### src/rtl/lsu_bus_master_pkg.sv
// Shared encodings for the LSU bus master and its data alignment helper.
package lsu_bus_master_pkg;

  localparam int DATA_W = 64;
  localparam int ADDR_W = 32;

  localparam logic [1:0] REQ_READ  = 2'b01;
  localparam logic [1:0] REQ_WRITE = 2'b10;

  localparam logic [1:0] SIZE_B = 2'b00;
  localparam logic [1:0] SIZE_H = 2'b01;
  localparam logic [1:0] SIZE_W = 2'b10;
  localparam logic [1:0] SIZE_D = 2'b11;

  localparam logic [1:0] RESP_OKAY = 2'b00;

  typedef enum logic [1:0] {
    ST_IDLE = 2'd0,
    ST_REQ  = 2'd1,
    ST_DONE = 2'd2
  } lsu_state_e;

  // Illegal encodings (funct3=111, unsigned store) are folded into misalignment.
  function automatic logic op_misaligned(input logic store, input logic [2:0] funct3,
                                         input logic [2:0] addr_lo);
    logic bad_type;
    logic bad_addr;
    bad_type = (funct3 == 3'b111) || (store && funct3[2]);
    case (funct3[1:0])
      SIZE_B:  bad_addr = 1'b0;
      SIZE_H:  bad_addr = addr_lo[0];
      SIZE_W:  bad_addr = (addr_lo[1:0] != 2'b00);
      default: bad_addr = (addr_lo != 3'b000);
    endcase
    return bad_type || bad_addr;
  endfunction

endpackage

### src/rtl/lsu_data_align.sv
// Byte-lane alignment: store data placement and load extraction/extension.
module lsu_data_align
  import lsu_bus_master_pkg::*;
(
  input  logic [2:0]        addr_lo,
  input  logic [2:0]        funct3,
  input  logic [DATA_W-1:0] wdata,
  input  logic [DATA_W-1:0] rdata,
  output logic [DATA_W-1:0] wdata_lane,
  output logic [DATA_W-1:0] rdata_ext
);

  logic [5:0]        shamt;
  logic [DATA_W-1:0] size_mask;
  logic [DATA_W-1:0] rsh;

  assign shamt = {addr_lo, 3'b000};

  // Mask store data to the access size, shift into lanes; shift load data down and extend.
  always_comb begin
    case (funct3[1:0])
      SIZE_B:  size_mask = 64'h0000_0000_0000_00FF;
      SIZE_H:  size_mask = 64'h0000_0000_0000_FFFF;
      SIZE_W:  size_mask = 64'h0000_0000_FFFF_FFFF;
      default: size_mask = 64'hFFFF_FFFF_FFFF_FFFF;
    endcase
    wdata_lane = (wdata & size_mask) << shamt;
    rsh        = rdata >> shamt;
    case (funct3)
      3'b000:  rdata_ext = {{56{rsh[7]}},  rsh[7:0]};
      3'b001:  rdata_ext = {{48{rsh[15]}}, rsh[15:0]};
      3'b010:  rdata_ext = {{32{rsh[31]}}, rsh[31:0]};
      3'b100:  rdata_ext = {56'd0, rsh[7:0]};
      3'b101:  rdata_ext = {48'd0, rsh[15:0]};
      3'b110:  rdata_ext = {32'd0, rsh[31:0]};
      default: rdata_ext = rsh;
    endcase
  end

endmodule

### src/rtl/lsu_bus_master.sv
// LSU initiator on the simple memory-request bus: one load/store per transaction.
//
// state   | meaning
// --------+-----------------------------------------------------------
// ST_IDLE | waiting for a memory-stage op; misaligned ops skip the bus
// ST_REQ  | bus_valid held with stable fields until bus_ready/timeout
// ST_DONE | one-cycle lsu_done pulse with rdata/fault/misalign valid
module lsu_bus_master
  import lsu_bus_master_pkg::*;
#(
  parameter int TIMEOUT = 256,
  parameter int CNT_W   = 9
) (
  input  logic              clk,
  input  logic              rst,
  input  logic              lsu_valid,
  input  logic              lsu_store,
  input  logic [2:0]        lsu_funct3,
  input  logic [ADDR_W-1:0] lsu_addr,
  input  logic [DATA_W-1:0] lsu_wdata,
  output logic              lsu_stall,
  output logic              lsu_done,
  output logic [DATA_W-1:0] lsu_rdata,
  output logic              lsu_misalign,
  output logic              lsu_fault,
  output logic              bus_valid,
  output logic [1:0]        bus_req,
  output logic [ADDR_W-1:0] bus_addr,
  output logic [1:0]        bus_size,
  output logic [DATA_W-1:0] bus_data_write,
  input  logic              bus_ready,
  input  logic [DATA_W-1:0] bus_data_read,
  input  logic [1:0]        bus_resp
);

  // Watchdog runs down from TIMEOUT-1; a stall seen at zero is the TIMEOUT-th.
  localparam logic [CNT_W-1:0] CNT_LOAD = (TIMEOUT == 0) ? '0 : CNT_W'(TIMEOUT - 1);

  lsu_state_e        state, state_nxt;
  logic [CNT_W-1:0]  cnt, cnt_nxt;
  logic              bus_valid_nxt;
  logic [1:0]        bus_req_nxt;
  logic [ADDR_W-1:0] bus_addr_nxt;
  logic [1:0]        bus_size_nxt;
  logic [DATA_W-1:0] bus_data_write_nxt;
  logic [DATA_W-1:0] lsu_rdata_nxt;
  logic              lsu_misalign_nxt;
  logic              lsu_fault_nxt;
  logic [DATA_W-1:0] wdata_lane;
  logic [DATA_W-1:0] rdata_ext;

  // Op fields are held stable by the pipeline while stalled, so they drive alignment in REQ too.
  lsu_data_align u_align (
    .addr_lo    (lsu_addr[2:0]),
    .funct3     (lsu_funct3),
    .wdata      (lsu_wdata),
    .rdata      (bus_data_read),
    .wdata_lane (wdata_lane),
    .rdata_ext  (rdata_ext)
  );

  assign lsu_done  = (state == ST_DONE);
  assign lsu_stall = lsu_valid & (state != ST_DONE);

  // State and registered outputs.
  always_ff @(posedge clk) begin
    if (rst) begin
      state          <= ST_IDLE;
      cnt            <= '0;
      bus_valid      <= 1'b0;
      bus_req        <= 2'b00;
      bus_addr       <= '0;
      bus_size       <= 2'b00;
      bus_data_write <= '0;
      lsu_rdata      <= '0;
      lsu_misalign   <= 1'b0;
      lsu_fault      <= 1'b0;
    end else begin
      state          <= state_nxt;
      cnt            <= cnt_nxt;
      bus_valid      <= bus_valid_nxt;
      bus_req        <= bus_req_nxt;
      bus_addr       <= bus_addr_nxt;
      bus_size       <= bus_size_nxt;
      bus_data_write <= bus_data_write_nxt;
      lsu_rdata      <= lsu_rdata_nxt;
      lsu_misalign   <= lsu_misalign_nxt;
      lsu_fault      <= lsu_fault_nxt;
    end
  end

  // Next-state and next-output decode.
  always_comb begin
    state_nxt          = state;
    cnt_nxt            = cnt;
    bus_valid_nxt      = bus_valid;
    bus_req_nxt        = bus_req;
    bus_addr_nxt       = bus_addr;
    bus_size_nxt       = bus_size;
    bus_data_write_nxt = bus_data_write;
    lsu_rdata_nxt      = lsu_rdata;
    lsu_misalign_nxt   = lsu_misalign;
    lsu_fault_nxt      = lsu_fault;
    case (state)
      ST_IDLE: begin
        if (lsu_valid) begin
          if (op_misaligned(lsu_store, lsu_funct3, lsu_addr[2:0])) begin
            lsu_misalign_nxt = 1'b1;
            state_nxt        = ST_DONE;
          end else begin
            bus_valid_nxt      = 1'b1;
            bus_req_nxt        = lsu_store ? REQ_WRITE : REQ_READ;
            bus_addr_nxt       = lsu_addr;
            bus_size_nxt       = lsu_funct3[1:0];
            bus_data_write_nxt = lsu_store ? wdata_lane : '0;
            cnt_nxt            = CNT_LOAD;
            state_nxt          = ST_REQ;
          end
        end
      end
      ST_REQ: begin
        if (bus_ready) begin
          bus_valid_nxt = 1'b0;
          lsu_rdata_nxt = lsu_store ? '0 : rdata_ext;
          lsu_fault_nxt = (bus_resp != RESP_OKAY);
          state_nxt     = ST_DONE;
        end else if (TIMEOUT != 0) begin
          if (cnt == '0) begin
            bus_valid_nxt = 1'b0;
            lsu_rdata_nxt = '0;
            lsu_fault_nxt = 1'b1;
            state_nxt     = ST_DONE;
          end else begin
            cnt_nxt = cnt - 1'b1;
          end
        end
      end
      ST_DONE: begin
        lsu_rdata_nxt    = '0;
        lsu_misalign_nxt = 1'b0;
        lsu_fault_nxt    = 1'b0;
        state_nxt        = ST_IDLE;
      end
      default: state_nxt = ST_IDLE;
    endcase
  end

endmodule

### config.mk
export PLATFORM = sky130hd
export DESIGN_NAME = lsu_bus_master
export DESIGN_NICKNAME = d
export VERILOG_FILES = /design/src/rtl/lsu_bus_master_pkg.sv /design/src/rtl/lsu_data_align.sv /design/src/rtl/lsu_bus_master.sv
export SDC_FILE = /design/constraint.sdc
export NUM_CORES = 1
export LEC_CHECK = 0
export BUFFER_PORTS_ARGS = -buffer_cell sky130_fd_sc_hd__buf_2
export CORE_ASPECT_RATIO = 1.5
export CORE_MARGIN = 2
export CORE_UTILIZATION = 25
export CTS_CLUSTER_SIZE = 24
export DETAILED_ROUTE_END_ITERATION = 10
export GPL_TIMING_DRIVEN = 0
export PLACE_DENSITY = 0.51
export SLEW_MARGIN = 20
export SYNTH_ARGS = -nofsm -noshare
export SYNTH_HDL_FRONTEND = slang
export SYNTH_SLANG_ARGS = --single-unit
### constraint.sdc
create_clock -name clk -period 7.2 [get_ports clk]
set_input_delay 1.44 -clock clk [delete_from_list [all_inputs] [get_ports clk]]
set_output_delay 1.44 -clock clk [all_outputs]
set_load 0.01 [all_outputs]
After elaboration in Yosys (flattened, before gate mapping)
Cells that the tools add are included.
{"block": "word_totals", "output_inout_bits": 169, "reg_bits": 178, "inputBits": 170}
{"block": "op_classes", "n_eq_ne": 17, "bitwise": 3, "n_addsub": 1, "mux": 32, "n_shift": 2, "n_reduce_logical": 19}
{"cell": "one-hot mux 64 bit (6 select lines)", "count": 1}
{"cell": "2-to-1 mux 64 bit", "count": 4}
{"cell": "one-hot mux 64 bit (3 select lines)", "count": 1}
{"cell": "one-hot mux 64 bit (2 select lines)", "count": 1}
{"cell": "bitwise AND 64 bit", "count": 1}
{"cell": "<< shifter 64 x 6 -> 64 bit", "count": 1}
{"cell": "right shift 64 x 6 -> 64 bit", "count": 1}
{"cell": "2-to-1 mux 9 bit", "count": 4}
{"cell": "one-hot mux 9 bit (2 select lines)", "count": 1}
{"cell": "== test 3 bit (second input constant)", "count": 4}
{"cell": "inequality test 2 bit (second input constant)", "count": 6}
{"cell": "2-to-1 mux 1 bit", "count": 10}
{"cell": "2-to-1 mux 2 bit", "count": 5}
{"cell": "nonzero test 2 bit", "count": 5}
{"cell": "zero test 9 bit", "count": 1}
{"cell": "subtractor 9 x 1 -> 9 bit (second input constant)", "count": 1}
{"cell": "one-hot mux 1 bit (2 select lines)", "count": 3}
{"cell": "AND reduction 3 bit", "count": 2}
{"cell": "AND reduction 5 bit", "count": 1}
{"cell": "== test 2 x 1 -> 1 bit (second input constant)", "count": 2}
{"cell": "== test 2 bit (second input constant)", "count": 2}
{"cell": "zero test 2 bit", "count": 2}
{"cell": "one-hot mux 2 bit (2 select lines)", "count": 1}
{"cell": "AND reduction 2 bit", "count": 2}
{"cell": "other kinds (11)", "count": 12}

Logic depth before layout (Yosys ltp)
{"block": "depth", "ltp_word": 8, "ltp_mapped": 9, "depth_no_buf": 7}

Hierarchy
A second synthesis with hierarchy kept.
{"block": "unflattened", "hier_cells": 1439, "hier_area_um2": 10851.7}
{"mod": "lsu_bus_master", "cells_each": 822, "n_inst": 1, "area_each_um2": 6757.7, "seq_area_each_um2": 3563.4}
{"mod": "lsu_data_align", "cells_each": 617, "n_inst": 1, "area_each_um2": 4093.9, "seq_area_each_um2": 0.0}

Least setup slack after synthesis
No wires, ideal clock.
{"block": "synth_path", "path_type": "input to register", "startpoint": "input port lsu_addr[2]", "endpoint": "register lsu_rdata[32]", "t_arrival_ns": 3.164, "t_required_ns": 7.085, "setup_time_ns": 0.115, "path_stages": 7, "path_slack_ns": 3.921, "path_cell_list": "buf_6 mux2_4 mux4_2 and3_4 o41ai_4 buf_6 o21ai_2"}
{"block": "synth_between", "elab_chain_cells": 5}
{"item": "start, declared", "line_no": "lsu_bus_master.sv:19", "source": "input logic [ADDR_W-1:0] lsu_addr,"}
{"item": "right shift 64 x 6 -> 64 bit", "line_no": "lsu_data_align.sv:28", "source": "rsh = rdata >> shamt;"}
{"item": "one-hot mux 64 bit (6 select lines)", "line_no": "lsu_data_align.sv:29", "source": "case (funct3)"}
{"item": "2-to-1 mux 64 bit", "line_no": "lsu_bus_master.sv:124", "source": "lsu_rdata_nxt = lsu_store ? '0 : rdata_ext;"}
{"item": "2-to-1 mux 64 bit", "line_no": "lsu_bus_master.sv:122", "source": "if (bus_ready) begin"}
{"item": "one-hot mux 64 bit (2 select lines)", "line_no": "lsu_bus_master.sv:104", "source": "case (state)"}
{"item": "end signal, assigned", "line_no": "lsu_bus_master.sv:86", "source": "lsu_rdata <= lsu_rdata_nxt;"}
{"item": "end, declared", "line_no": "lsu_bus_master.sv:23", "source": "output logic [DATA_W-1:0] lsu_rdata,"}
No other way between the ends.
A chain may end at the register's enable or synchronous reset.

Final worst setup path
{"block": "layout_path", "startpoint": "input port lsu_addr[0]", "endpoint": "register bus_data_write[52]"}
{"block": "layout_between", "elab_chain_cells": 7}
{"item": "nonzero test 3 bit or nonzero test 2 bit (tied branches)", "line_no": "lsu_bus_master_pkg.sv:33, lsu_bus_master_pkg.sv:32"}
{"item": "one-hot mux 1 bit (3 select lines)", "line_no": "lsu_bus_master_pkg.sv:29", "source": "case (funct3[1:0])"}
{"item": "2-to-1 mux 1 bit", "line_no": "lsu_bus_master.sv:106", "source": "if (lsu_valid) begin"}
{"item": "2-to-1 mux 1 bit", "line_no": "lsu_bus_master.sv:104"}
{"item": "logical OR 1 bit", "line_no": "lsu_bus_master_pkg.sv:35", "source": "return bad_type || bad_addr;"}
{"item": "inverter 1 bit (no source line)"}
{"item": "AND reduction 3 bit (no source line)"}
{"item": "end signal, assigned", "line_no": "lsu_bus_master.sv:85", "source": "bus_data_write <= bus_data_write_nxt;"}
{"item": "end, declared", "line_no": "lsu_bus_master.sv:30", "source": "output logic [DATA_W-1:0] bus_data_write,"}
Several ways; a longest one is shown, not always the timed one. The select of a mux whose other input is x is not followed.

==> load_flow_metrics.sql <==
INSERT INTO impl_metrics (metric_group, metric, value, unit) VALUES
('run_status', 'outcome', 'completed', ''),
('routing', 'mean_routed_wirelength_per_cell', '23.83', 'µm'),
('finish', 'design.final.nets', '1576', ''),
('critical_path', 'cp_max_fo', '10', ''),
('clock_network', 'numCtsBuffers', '17', ''),
('clock_network', 'cts-hold-fix-buffers', '0', ''),
('die', 'chipWidth', '162.3', 'µm'),
('critical_path', 'worstSetupStartpointType', 'primary input', ''),
('synth', 'synth.avg_cell_area', '8.958', 'µm²'),
('synth', 'synth.most_common_cell', 'sky130_fd_sc_hd__dfxtp_1', ''),
('finish', 'layout.cell_area.non_filler', '0.01229', 'mm²'),
('synth', 'number_of_synthesized_flops_with_an_enable_pin', '0', ''),
('synth', 'netlist-cell-type-count', '63', ''),
('sta', 'whs', '445.1', 'ps'),
('die', 'fp.dieH', '241.4', 'µm'),
('clock_network', 'ctsHtreeMaxLevel', '4', ''),
('finish', 'num-fill-cells', '4035', ''),
('synth', 'synthesis.area', '0.009397', 'mm²'),
('pwr', 'finalPower', '2.424', 'mW'),
('synth', 'async_reset_ff_share', '0', '%'),
('synth', 'synth.ff_latch_count', '178', ''),
('placement', 'place_area', '0.01170', 'mm²'),
('finish', 'seq_area', '0.003563', 'mm²'),
('clock_network', 'clock_sink_count', '178', ''),
('synth', 'ys_seq_area_share', '37.92', '%'),
('synth', 'synthTopCellsByCount', 'sky130_fd_sc_hd__dfxtp_1 (178), sky130_fd_sc_hd__nand2_1 (152), sky130_fd_sc_hd__a21oi_1 (70)', ''),
('placement', 'placed_cells_incl_taps', '1875', ''),
('grt', 'global_route.usage.total', '22.80', '%'),
('clock_network', 'post_cts_repair_setup_buffers', '0', ''),
('routing', 'totalWireLength', '45.44', 'mm'),
('critical_path', 'setup.worst_path.start', 'lsu_addr[0]', ''),
('routing', 'initialDrtViolationCount', '789', ''),
('sta', 'final-setup-viol-count', '0', ''),
('grt', 'grt_pass1_vias', '9768', ''),
('grt', 'grt.met3_usage', '4.366', '%'),
('grt', 'globalRouteMet2Util', '41.30', '%'),
('die', 'floorplan.io_pins', '339', ''),
('critical_path', 'cell_depth_of_the_worst_flop_to_flop_path', '5', ''),
('critical_path', 'critical_path.reg2reg.endpoint', 'bus_data_write[17]', ''),
('pwr', 'power_leakage', '5.530', 'nW'),
('die', 'floorplan_die_area', '0.03919', 'mm²'),
('synth', 'yosysTopAreaCellShare', '37.92', '%'),
('placement', 'buffer_ports.inserted', '336', ''),
('routing', 'detail_route.drc_violations', '0', ''),
('sta', 'hold_violations', '0', ''),
('placement', 'gp_congestion', '0.9293', ''),
('grt', 'top_usage_layer', 'met2', ''),
('critical_path', 'path_class', 'in -> reg', ''),
('clock_network', 'ctsResizeCount', '0', ''),
('routing', 'vias', '9913', ''),
('sta', 'report.final.slew_viol_count', '0', ''),
('grt', 'grt_first_pass_wirelength', '64.54', 'mm'),
('synth', 'synth.area.top_cells', 'sky130_fd_sc_hd__dfxtp_1 (38%), sky130_fd_sc_hd__nand2_1 (6.1%), sky130_fd_sc_hd__mux2i_1 (5.6%)', ''),
('clock_network', 'worst_skew_pair.late_latency', '470', 'ps'),
('grt', 'global_route.overflow_total', '0', ''),
('run', 'timing.max_cap.violations', '0', ''),
('placement', 'place_hpwl', '36.62', 'mm'),
('critical_path', 'crit_path_end_kind', 'flop', ''),
('grt', 'groute.layer.met1.usage', '25.39', '%'),
('critical_path', 'timing.rr.start', 'state[1]', ''),
('sta', 'fmax', '0.2542', 'GHz'),
('sta', 'timing_worst_slew_pin_value', '1027', 'ps'),
('finish', 'multiInputGateArea', '0.005353', 'mm²'),
('synth', 'ys.flop_type', 'sky130_fd_sc_hd__dfxtp_1', ''),
('sta', 'final.setup_skew', '13.49', 'ps'),
('sta', 'slew_headroom', '31.38', '%'),
('sta', 'tns', '0', 'ps'),
('sta', 'grt_setup_unrepaired', 'no', ''),
('clock_network', 'cts_max_path_buffers', '2', ''),
('die', 'fp-row-count', '87', ''),
('die', 'initial_core_util', '25.17', '%');
[state kept, by name (all words and copies together), names as in the netlist]
register / cells
bus_req: 2
state: 2
bus_size: 2
cnt: 9
lsu_rdata: 64
bus_addr: 32
bus_data_write: 64
bus_valid: 1
lsu_misalign: 1
lsu_fault: 1
[worst min path at each step]
stage                     depth (start not counted)             to           from  slack (ps)
final                                             1         cnt[8]         cnt[8]         450
after global routing                              2  lsu_rdata[36]  lsu_rdata[36]         470
after CTS                                         1         cnt[8]         cnt[8]         450
after detailed placement                          1         cnt[8]         cnt[8]         440
after global placement                            1  lsu_rdata[15]  lsu_rdata[15]         440
after floorplan                                   1         cnt[8]         cnt[8]         430
[cells by family (layout without fill, tap and decap cells)]
| family | Yosys count | after routing | synth area share [%] |
|---|---|---|---|
| adder cells (fa/ha/maj) | 1 | 1 | 0.1331 |
| AO/OA/AOI/OAI | 339 | 339 | 26.15 |
| XOR/XNOR | 6 | 6 | 0.5593 |
| other | 0 | 1 | 0 |
| buffers and inverters | 112 | 480 | 5.166 |
| flip-flops | 178 | 178 | 37.92 |
| multiplexers | 119 | 119 | 15.99 |
| AND/OR/NAND/NOR | 294 | 294 | 14.07 |
[through the flow]
stage | util, % | worst slack [ps]
final | 32.90 | 3266
after floorplan | - | 3921
after detailed placement | 31.34 | 2823
after global placement | 31.31 | 2563
after CTS | 32.90 | 3306
after global routing | 32.90 | 3184
[final cells by class]
| cell class | count | area share (%) |
|---|---|---|
| clock buffers | 19 | 3.605 |
| well taps | 489 | 4.980 |
| multi-input cells | 759 | 43.57 |
| clock inverters | 12 | 1.120 |
| diodes | 1 | 0.02037 |
| plain buffers | 91 | 3.310 |
| flip-flops and latches | 178 | 29.01 |
| repair buffers | 337 | 13.75 |
| inverters | 21 | 0.6416 |
[critical path, cell delays in order]
cell                        delay (ps)
sky130_fd_sc_hd__buf_2             140
sky130_fd_sc_hd__buf_2             250
sky130_fd_sc_hd__buf_2             440
sky130_fd_sc_hd__buf_2             350
sky130_fd_sc_hd__buf_2             380
sky130_fd_sc_hd__clkbuf_1          610
sky130_fd_sc_hd__o22ai_1           280
sky130_fd_sc_hd__mux2i_1           260
sky130_fd_sc_hd__o2bb2ai_1          90
[cells in the final DEF, fill, tap and decap left out, types with 9 or more instances in the layout]
cell | Yosys | final
sky130_fd_sc_hd__buf_2 | 25 | 361
sky130_fd_sc_hd__a221oi_1 | 9 | 9
sky130_fd_sc_hd__buf_1 | 13 | 13
sky130_fd_sc_hd__a2bb2oi_1 | 10 | 10
sky130_fd_sc_hd__o21ai_2 | 30 | 30
sky130_fd_sc_hd__mux2_2 | 45 | 45
sky130_fd_sc_hd__o21ai_0 | 51 | 51
sky130_fd_sc_hd__inv_1 | 20 | 20
sky130_fd_sc_hd__o2bb2ai_1 | 21 | 21
sky130_fd_sc_hd__mux2i_1 | 53 | 53
sky130_fd_sc_hd__nand2b_1 | 17 | 17
sky130_fd_sc_hd__nor2_1 | 64 | 64
sky130_fd_sc_hd__and3_1 | 10 | 10
sky130_fd_sc_hd__dfxtp_1 | 178 | 178
sky130_fd_sc_hd__a22o_1 | 35 | 35
sky130_fd_sc_hd__clkbuf_16 | 0 | 17
sky130_fd_sc_hd__a21oi_1 | 70 | 70
sky130_fd_sc_hd__a22oi_1 | 25 | 25
sky130_fd_sc_hd__a221o_1 | 27 | 27
sky130_fd_sc_hd__o22ai_1 | 23 | 23
sky130_fd_sc_hd__mux4_2 | 20 | 20
sky130_fd_sc_hd__nand2_1 | 152 | 152
sky130_fd_sc_hd__clkbuf_1 | 48 | 49
[where the power goes]
group | switching, mW | internal, mW | total (mW)
Clock | 0.449 | 0.498 | 0.947
Sequential | 0.0129 | 1.00 | 1.02
Combinational | 0.292 | 0.168 | 0.460
Total | 0.754 | 1.67 | 2.42
[metal layers]
| metal | vias up | wire length (µm) |
|---|---|---|
| li1 | 4600 | - |
| met1 | 4769 | 17200 |
| met2 | 445 | 23290 |
| met3 | 91 | 2796 |
| met4 | 8 | 2104 |
| met5 | - | 53 |
Note: power is estimated with default switching activity, not from simulation.
